[config.mk]
export PLATFORM = sky130hd
export DESIGN_NAME = seq_issue_ctrl_flat
export DESIGN_NICKNAME = d
export VERILOG_FILES = /design/src/rtl/seq_issue_ctrl_pkg.sv /design/src/rtl/seq_issue_ctrl_if.sv /design/src/rtl/seq_issue_ctrl_fifo.sv /design/src/rtl/seq_issue_ctrl.sv /design/src/flat_wrapper.sv
export SDC_FILE = /design/constraint.sdc
export NUM_CORES = 1
export LEC_CHECK = 0
export CORE_ASPECT_RATIO = 0.6
export CORE_MARGIN = 1.5
export CORE_UTILIZATION = 50
export CTS_BUF_LIST = sky130_fd_sc_hd__clkbuf_8
export DETAILED_ROUTE_END_ITERATION = 16
export PLACE_DENSITY = 0.69
export SYNTH_ARGS = -nofsm -noshare
export SYNTH_HDL_FRONTEND = slang
export SYNTH_SLANG_ARGS = --single-unit
[constraint.sdc]
create_clock -name clk -period 8.93 [get_ports clk]
set_clock_uncertainty 0.05 [all_clocks]
set_input_delay 0.893 -clock clk [delete_from_list [all_inputs] [get_ports clk]]
set_output_delay 0.893 -clock clk [all_outputs]
set_load 0.005 [all_outputs]
[src/rtl/seq_issue_ctrl_pkg.sv]
// Shared definitions for the seq instruction path: word layout, opcodes,
// issue-sequencer states and decode helpers used by the issue controller.
package seq_issue_ctrl_pkg;

  localparam int SEQ_IN_WIDTH = 8;
  localparam int SEQ_OP_WIDTH = 2;
  localparam int SEQ_RN_WIDTH = 2;

  typedef enum logic [SEQ_OP_WIDTH-1:0] {
    seq_op_push = 2'd0,
    seq_op_add  = 2'd1,
    seq_op_mult = 2'd2,
    seq_op_send = 2'd3
  } seq_op_e;

  typedef enum logic [1:0] {
    ISSUE     = 2'd0,
    SEND_WAIT = 2'd1,
    DRAIN     = 2'd2
  } issue_state_e;

  // op on top, then ra, rb, rc; push carries its immediate in the rb/rc bits.
  typedef struct packed {
    seq_op_e                 op;
    logic [SEQ_RN_WIDTH-1:0] ra;
    logic [SEQ_RN_WIDTH-1:0] rb;
    logic [SEQ_RN_WIDTH-1:0] rc;
  } seq_inst_t;

  typedef struct packed {
    logic                    vld;
    logic [SEQ_RN_WIDTH-1:0] rn;
  } dest_t;

  function automatic dest_t inst_dest(input seq_inst_t inst);
    dest_t d;
    d.vld = 1'b1;
    d.rn  = inst.rc;
    case (inst.op)
      seq_op_push: d.rn  = inst.ra;
      seq_op_send: d.vld = 1'b0;
      default:     d.rn  = inst.rc;
    endcase
    return d;
  endfunction

  function automatic logic reads_reg(input seq_inst_t inst,
                                     input logic [SEQ_RN_WIDTH-1:0] rn);
    logic r;
    case (inst.op)
      seq_op_push: r = 1'b0;
      seq_op_send: r = (inst.ra == rn);
      default:     r = (inst.ra == rn) || (inst.rb == rn);
    endcase
    return r;
  endfunction

endpackage

[src/rtl/seq_issue_ctrl_if.sv]
// Bundle between the UART side / seq datapath and the issue controller.
interface seq_issue_ctrl_if #(parameter int DEPTH = 8) ();
  import seq_issue_ctrl_pkg::*;

  localparam int LW = $clog2(DEPTH) + 1;

  // i_rx_valid is a one-cycle strobe with no back-pressure: a byte arriving
  // while the buffer is full is dropped and flagged on the sticky o_ovf.
  // o_inst_valid is likewise a one-cycle strobe; seq must take it that cycle.
  logic [SEQ_IN_WIDTH-1:0] i_rx_data;
  logic                    i_rx_valid;
  logic                    i_run;
  logic                    i_tx_busy;
  logic [SEQ_IN_WIDTH-1:0] o_inst;
  logic                    o_inst_valid;
  logic [LW-1:0]           o_level;
  logic                    o_ovf;
  logic                    o_stall;
  issue_state_e            dbg_state;

  modport master (
    output i_rx_data, i_rx_valid, i_run, i_tx_busy,
    input  o_inst, o_inst_valid, o_level, o_ovf, o_stall, dbg_state
  );

  modport slave (
    input  i_rx_data, i_rx_valid, i_run, i_tx_busy,
    output o_inst, o_inst_valid, o_level, o_ovf, o_stall, dbg_state
  );

endinterface

[src/rtl/seq_issue_ctrl_fifo.sv]
// Synchronous FIFO with occupancy count; a write to a full FIFO is accepted
// only when a read happens in the same cycle.
module seq_issue_ctrl_fifo #(
  parameter int DEPTH = 8,
  parameter int WIDTH = 8
) (
  input  logic                   clk,
  input  logic                   rst,
  input  logic                   wr_en,
  input  logic [WIDTH-1:0]       wr_data,
  input  logic                   rd_en,
  output logic [WIDTH-1:0]       rd_data,
  output logic                   full,
  output logic                   empty,
  output logic [$clog2(DEPTH):0] level
);

  localparam int AW = $clog2(DEPTH);

  logic [WIDTH-1:0] mem [DEPTH];
  logic [AW-1:0]    wr_ptr;
  logic [AW-1:0]    rd_ptr;
  logic [AW:0]      count;
  logic             do_wr;
  logic             do_rd;

  assign full    = (count == (AW+1)'(DEPTH));
  assign empty   = (count == '0);
  assign do_rd   = rd_en && !empty;
  assign do_wr   = wr_en && (!full || do_rd);
  assign rd_data = mem[rd_ptr];
  assign level   = count;

  always_ff @(posedge clk or negedge rst) begin
    if (!rst) begin
      wr_ptr <= '0;
      rd_ptr <= '0;
      count  <= '0;
    end else begin
      if (do_wr) wr_ptr <= wr_ptr + AW'(1);
      if (do_rd) rd_ptr <= rd_ptr + AW'(1);
      case ({do_wr, do_rd})
        2'b10:   count <= count + (AW+1)'(1);
        2'b01:   count <= count - (AW+1)'(1);
        default: count <= count;
      endcase
    end
  end

  always_ff @(posedge clk) begin
    if (do_wr) mem[wr_ptr] <= wr_data;
  end

endmodule

[src/rtl/seq_issue_ctrl.sv]
// Instruction buffer and issue sequencer for seq: buffers rx bytes, issues one
// per cycle, bubbles on write-back hazards and paces sends against the UART.
module seq_issue_ctrl
  import seq_issue_ctrl_pkg::*;
#(
  parameter int DEPTH   = 8,
  parameter int SEND_TO = 4
) (
  input logic              clk,
  input logic              rst,
  seq_issue_ctrl_if.slave  bus
);

  localparam int LW = $clog2(DEPTH) + 1;
  localparam int TW = $clog2(SEND_TO + 1);
  localparam logic [TW-1:0] TIMER_LOAD = TW'(SEND_TO);

  issue_state_e            state, state_nx;
  logic [TW-1:0]           timer, timer_nx;
  dest_t                   sb, sb_nx;
  logic                    issue;
  logic                    stall;
  logic                    full;
  logic                    empty;
  logic [LW-1:0]           level;
  logic [SEQ_IN_WIDTH-1:0] head_raw;
  seq_inst_t               head;
  logic                    hazard;
  logic                    is_send;
  logic [SEQ_IN_WIDTH-1:0] inst_q;
  logic                    inst_valid_q;
  logic                    stall_q;
  logic                    ovf_q;

  seq_issue_ctrl_fifo #(.DEPTH(DEPTH), .WIDTH(SEQ_IN_WIDTH)) u_fifo (
    .clk     (clk),
    .rst     (rst),
    .wr_en   (bus.i_rx_valid),
    .wr_data (bus.i_rx_data),
    .rd_en   (issue),
    .rd_data (head_raw),
    .full    (full),
    .empty   (empty),
    .level   (level)
  );

  assign head    = seq_inst_t'(head_raw);
  assign hazard  = sb.vld && reads_reg(head, sb.rn);
  assign is_send = (head.op == seq_op_send);

  always_comb begin
    state_nx = state;
    timer_nx = timer;
    issue    = 1'b0;
    stall    = 1'b0;
    case (state)
      SEND_WAIT: begin
        stall = 1'b1;
        if (bus.i_tx_busy) begin
          state_nx = DRAIN;
        end else begin
          timer_nx = timer - TW'(1);
          if (timer_nx == '0) state_nx = ISSUE;
        end
      end
      ISSUE, DRAIN: begin
        if (bus.i_run && !empty) begin
          if (hazard || (is_send && bus.i_tx_busy)) begin
            stall = 1'b1;
          end else begin
            issue = 1'b1;
            if (is_send) begin
              state_nx = SEND_WAIT;
              timer_nx = TIMER_LOAD;
            end
          end
        end
        // DRAIN only falls back once the transmitter is idle with nothing queued.
        if (state == DRAIN && empty && !bus.i_tx_busy) state_nx = ISSUE;
      end
      default: state_nx = ISSUE;
    endcase
  end

  // Only an issuing cycle leaves a destination behind; any bubble clears it.
  assign sb_nx = issue ? inst_dest(head) : '0;

  always_ff @(posedge clk or negedge rst) begin
    if (!rst) begin
      state        <= ISSUE;
      timer        <= '0;
      sb           <= '0;
      inst_q       <= '0;
      inst_valid_q <= 1'b0;
      stall_q      <= 1'b0;
      ovf_q        <= 1'b0;
    end else begin
      state        <= state_nx;
      timer        <= timer_nx;
      sb           <= sb_nx;
      inst_valid_q <= issue;
      stall_q      <= stall;
      if (issue) inst_q <= head_raw;
      if (bus.i_rx_valid && full && !issue) ovf_q <= 1'b1;
    end
  end

  assign bus.o_inst       = inst_q;
  assign bus.o_inst_valid = inst_valid_q;
  assign bus.o_level      = level;
  assign bus.o_ovf        = ovf_q;
  assign bus.o_stall      = stall_q;
  assign bus.dbg_state    = state;

endmodule

[src/flat_wrapper.sv]
// flat-port wrapper written by rule: the top's interface ports become plain ports
module seq_issue_ctrl_flat import seq_issue_ctrl_pkg::*;
#(
  parameter int DEPTH   = 8,
  parameter int SEND_TO = 4
)
  (clk, rst, bus_i_rx_data, bus_i_rx_valid, bus_i_run, bus_i_tx_busy, bus_o_inst, bus_o_inst_valid, bus_o_level, bus_o_ovf, bus_o_stall, bus_dbg_state);
  seq_issue_ctrl_if #(.DEPTH(DEPTH)) bus_i ();
  input logic clk;
  input logic rst;
  input wire logic [$bits(bus_i.i_rx_data)-1:0] bus_i_rx_data;
  input wire logic [$bits(bus_i.i_rx_valid)-1:0] bus_i_rx_valid;
  input wire logic [$bits(bus_i.i_run)-1:0] bus_i_run;
  input wire logic [$bits(bus_i.i_tx_busy)-1:0] bus_i_tx_busy;
  output wire logic [$bits(bus_i.o_inst)-1:0] bus_o_inst;
  output wire logic [$bits(bus_i.o_inst_valid)-1:0] bus_o_inst_valid;
  output wire logic [$bits(bus_i.o_level)-1:0] bus_o_level;
  output wire logic [$bits(bus_i.o_ovf)-1:0] bus_o_ovf;
  output wire logic [$bits(bus_i.o_stall)-1:0] bus_o_stall;
  output wire logic [$bits(bus_i.dbg_state)-1:0] bus_dbg_state;
  assign bus_i.i_rx_data = bus_i_rx_data;
  assign bus_i.i_rx_valid = bus_i_rx_valid;
  assign bus_i.i_run = bus_i_run;
  assign bus_i.i_tx_busy = bus_i_tx_busy;
  assign bus_o_inst = bus_i.o_inst;
  assign bus_o_inst_valid = bus_i.o_inst_valid;
  assign bus_o_level = bus_i.o_level;
  assign bus_o_ovf = bus_i.o_ovf;
  assign bus_o_stall = bus_i.o_stall;
  assign bus_dbg_state = bus_i.dbg_state;
  seq_issue_ctrl #(.DEPTH(DEPTH), .SEND_TO(SEND_TO)) u_core (.clk(clk), .rst(rst), .bus(bus_i));
endmodule
* Word-level counts from Yosys, hierarchy flattened
Memory sizes are Yosys's and may differ from the RTL's. Index checks and enable logic that the tools add are counted.
Word-level totals: bits in registers 29, bits in latches 0, memory bits (writable) 64, bits in read-only memories 0, bits of input ports 13, word-level logic and storage cells 83, memories 1
Memories:
- u_core.u_fifo.mem | depth 8, bits a word 8, rd ports 1, clocked after memory_dff 0, wr ports 1, RTL line seq_issue_ctrl_fifo.sv:20 | logic [WIDTH-1:0] mem [DEPTH];
Cells by class: $add $sub $neg 5, multiply operators 0, div/mod/pow operators 0, magnitude comparators 0, equality and inequality tests 16, shift operators 0, muxes and demuxes 25, bitwise logic cells 0, reduce and logical (&&, ||, !) cells 25
Operators with widths (number):
- 3-bit two-way mux | 5
- 2-bit two-way mux | 7
- 1-bit logical AND | 9
- 1-bit two-way mux | 8
- 4-bit one-hot mux with 2 select lines | 1
- 3-bit by 1-bit adder with 3-bit output, second input constant | 2
- 2-bit equality test, second input constant | 3
- 3-bit by 1-bit != test with 1-bit output, second input constant | 2
- 3-bit one-hot mux with 2 select lines | 1
- 5-bit AND reduction | 1
- 4-bit by 1-bit adder with 4-bit output, second input constant | 1
- 2-bit by 1-bit equality test with 1-bit output, second input constant | 2
- 2-bit equality test | 2
- 4-bit equality test, second input constant | 1
- 1-bit zero test | 4
- 2-bit zero test | 2
- 4-bit zero test | 1
- 2-bit by 1-bit != test with 1-bit output, second input constant | 2
- 2-bit != test, second input constant | 2
- 1-bit one-hot mux with 2 select lines | 2
- 2-bit one-hot mux with 2 select lines | 1
- 4-bit AND reduction | 1
- 2-bit nonzero test | 2
- 4-bit by 1-bit subtractor with 4-bit output, second input constant | 1
- other kinds (6) | 8

* Longest topological paths before layout
An unclocked memory read counts as a cell.
depth after elaboration 14, depth in mapped cells 18

* Modules after synthesis
From an unflattened synthesis, not the netlist that was laid out.
Unflattened totals: cells, all modules 246, area, all modules 4117.7 um2
By module, submodules not included:
- seq_issue_ctrl_fifo | times used 1, cells each 159, area an instance 3123.0 um2
- seq_issue_ctrl | times used 1, cells each 87, area an instance 994.7 um2

* Worst setup path after synthesis
Ideal clock, no wire load.
kind register to register, start point register u_core.u_fifo.rd_ptr[0], end point memory u_core.u_fifo.mem[5][0] (enable), library setup time 385 ps, arrival time 3458 ps, data required time 8495 ps, setup slack 5037 ps, stages on the path, launching flop included 14, period minus slack after synthesis 3893 ps, cells stage by stage dfrtp_1 buf_6 buf_6 buf_12 mux4_2 mux2_2 inv_1 ha_1 nor2_1 nor2_2 a32o_2 a21oi_4 o211ai_2 nor3b_1
RTL lines:
- start: declaration | RTL line seq_issue_ctrl_fifo.sv:22 | logic [AW-1:0] rd_ptr;
- start signal: assignment | RTL line seq_issue_ctrl_fifo.sv:41 | if (do_rd) rd_ptr <= rd_ptr + AW'(1);
- end: declaration | RTL line seq_issue_ctrl_fifo.sv:20

==> results.cfg <==
[synthesis]
synth_top_cell_by_area = edfxtp_1
syn_area_mm2 = 0.004025
synth_top_family_by_area = multiplexers
synth_compound_area_frac = 0.07150
ys_ff_latch = 93
yosys_warnings = 0
synth_cell_types = 50
ys_seq_area_frac = 0.6578
synthMuxAreaShare = 0.1340
async_reset_ff_frac = 0.3118
synth.top_cell.area_share = 0.4775
synth_flop_cell = edfxtp_1
syn_nets = 270
synth_adder_area_share = 0.02176
avgSynthCellArea_um2 = 16.10
synth_simple_gate_area_frac = 0.06124
synth_xor_xnor_area_share = 0.02829
yosys-top-cells-area = edfxtp_1 48%, dfrtp_1 18%, mux4_2 5.0%, mux2i_1 4.0%, mux2_2 2.5%
synth_edf_count = 64
synthCells = 250

[final_layout]
syn_to_final_growth_pct = 14.08
drive_gt1_frac = 0.1821
nNetsFinal = 306
layout_common_cells = 64 x edfxtp_1, 29 x clkdlybuf4s50_1, 29 x dfrtp_1, 16 x mux2i_1, 11 x nor2_1
antennaDiodeCount = 0
final_common_cell = edfxtp_1
finalInstanceArea_mm2 = 0.004592

[global_route]
antenna_found_initial = 0
first_global_vias = 2116
grt_use_total = 0.1947
overflow = 0
grt_pass1_wl_um = 11930
grt_max_degree = 30

[timing]
finalHoldViolCount = 0
post-route-period-util = 0.5125
relSlewSlack = 0.1875
fin_crit_ps = 4576
drv_slew = 0
tns_ps = 0
grt_setup_unrepaired = no
clock.fmax_mhz = 218.5
worst_pin_slew_ps = 1216
setup_viol = 0

[clock_tree]
cts_inserted_buffers = 9
cts_setup_buffers = 0
cts_resized = 0
postCtsHoldBufs = 0
cts.sinks = 93
clock_latency_ps = 360
path_clk_slew_ps = 90
cts_tree = yes
cts_buffer_depth = 2
cts_max_level = 3
cts_root_buffer = clkbuf_8

[placed_design]
io_buffers = 29
gp_routability_congestion = 0.8153
place_area_mm2 = 0.004404
dp_hpwl_um = 5117

[routing]
dr_total_vias = 2158
drtIter0Drc = 168
drcViolationCount = 0
viasPerCell = 5.409
ant_nets = 0
drt_pass1_iterations = 4
wl_um = 7408
wl_per_cell_um = 18.57

[critical_path]
worstPathCellList = buf_4, mux4_2, mux2_2, inv_1, ha_1, nor2_1, nor2_2, a32o_2, a21oi_4, o211ai_2, nor3b_1
start_kind = flip-flop
cp.arrival_ps = 4500
crit_path_end_kind = flip-flop
critPathBufInv = 2
cp_slowest_cell = nor3b_1
crit_type = reg -> reg
critPathMaxStageDelay_ps = 1000
cp_max_fo = 26
required_ps = 8860
path_delay_family = simple AND/OR/NAND/NOR gates

[floorplan]
initial_core_util = 0.5127
die_area_mm2 = 0.008615
die_x_um = 118.8
core-area_mm2 = 0.007851
io_pins = 30
die_y_um = 72.50
row_count = 25

[power_and_ir_drop]
power_density_mw_per_mm2 = 339.6
ir_drop_mv = 0.1875
p_total_w = 0.001559
leakage_nw = 1.695

[job]
maxCapViolations = 0

[run_status]
status = complete, no violations

[hold_path]
hold_path_class = reg -> reg
final timing paths:
check / slack [ps] / to / start / cells past startpoint
setup / recovery: 4350 / u_core.u_fifo.mem[5][5]$_DFFE_PP_ / u_core.u_fifo.rd_ptr[0]$_DFFE_PN0N_ / 11
hold / removal: 450 / u_core.bus.o_inst[1]$_DFFE_PN0N_ / u_core.bus.o_inst[1]$_DFFE_PN0N_ / 1
setup reg to reg: 4350 / u_core.u_fifo.mem[5][5]$_DFFE_PP_ / u_core.u_fifo.rd_ptr[0]$_DFFE_PN0N_ / 11
hold reg to reg: 450 / u_core.bus.o_inst[1]$_DFFE_PN0N_ / u_core.bus.o_inst[1]$_DFFE_PN0N_ / 1
max in group asynchronous: 7690 / u_core.sb[0]$_DFF_PN0_ / rst / 2
min in group asynchronous: 850 / u_core.timer[2]$_DFFE_PN0P_ / rst / 2
state kept, by name (all words and copies together) (netlist names):
name,flops
u_core.bus.o_inst_valid,1
u_core.bus.o_inst,8
u_core.u_fifo.rd_ptr,3
u_core.u_fifo.mem,64
u_core.bus.o_stall,1
u_core.timer,3
u_core.sb,3
u_core.u_fifo.level,4
u_core.bus.o_ovf,1
u_core.bus.dbg_state,2
u_core.u_fifo.wr_ptr,3
cells in the mapped netlist (2+ instances only):
| cell type | count |
|---|---|
| xnor2_1 | 5 |
| nand2b_1 | 3 |
| nor2_1 | 11 |
| buf_6 | 3 |
| xor2_1 | 8 |
| nand3_1 | 4 |
| nand2_1 | 9 |
| o21ai_0 | 4 |
| nor3_1 | 7 |
| o21bai_1 | 2 |
| nand4_1 | 2 |
| ha_1 | 7 |
| mux2i_1 | 16 |
| inv_1 | 7 |
| a21oi_1 | 4 |
| a22oi_1 | 5 |
| mux2_2 | 9 |
| buf_2 | 3 |
| mux4_2 | 9 |
| o211ai_2 | 2 |
| edfxtp_1 | 64 |
| clkbuf_1 | 2 |
| mux2_1 | 4 |
| or3b_2 | 2 |
| nor2b_1 | 2 |
| mux2_4 | 2 |
| dfrtp_1 | 29 |
| nor3b_1 | 2 |
| o31ai_1 | 2 |
through the flow:
| stage | std cells | hold slack [ps] | utilization | worst slack (ps) |
|---|---|---|---|---|
| 4_1_cts | 398 | 455.1 | 0.5842 | 4310 |
| 2_1_floorplan | 250 | 417.8 | - | 5037 |
| 5_1_grt | 399 | 490.6 | 0.5849 | 4010 |
| 6_report | 399 | 452.6 | 0.5849 | 4354 |
| 3_3_place_gp | 382 | 437.9 | 0.5610 | 4469 |
| 3_5_place_dp | 382 | 435.8 | 0.5610 | 4335 |
power breakdown:
part / switching (W) / internal, W / leakage [nW]
combinational: 0.000315 / 0.000322 / 0.665
clock: 0.000138 / 0.000125 / 0.0990
sequential: 0.0000878 / 0.000571 / 0.931
total: 0.000540 / 0.00102 / 1.70
worst reg2reg max path: stages (launching register included):
cell	delay, ps
dfrtp_1	330
buf_4	390
mux4_2	580
mux2_2	290
inv_1	90
ha_1	250
nor2_1	130
nor2_2	50
a32o_2	290
a21oi_4	530
o211ai_2	210
nor3b_1	1000
kinds of logic after synthesis:
| kind of cell | count (synthesis) |
|---|---|
| DFF | 93 |
| and+or+nand+nor | 48 |
| adders and majority gates | 7 |
| muxes | 40 |
| buffers and inverters | 16 |
| xor gates and xnor gates | 13 |
| AOI/OAI and AO/OA | 33 |
final cells by class:
cell class	instances	area (um^2)
sequential	93	2648
inverter	7	26.28
multi-input combinational	141	1275
timing repair buffer	34	325.3
clock inverter	7	58.81
tap	108	135.1
fill	592	3259
clock buffer	9	123.9
routing by layer:
metal | part of all wire | track usage
met1 | 0.53 | 0.2985
met2 | 0.41 | 0.2584
met3 | 0.051 | 0.05739
met4 | 0.0086 | 0.08032
met5 | 0 | 0
(Power assumes the default switching activity.)
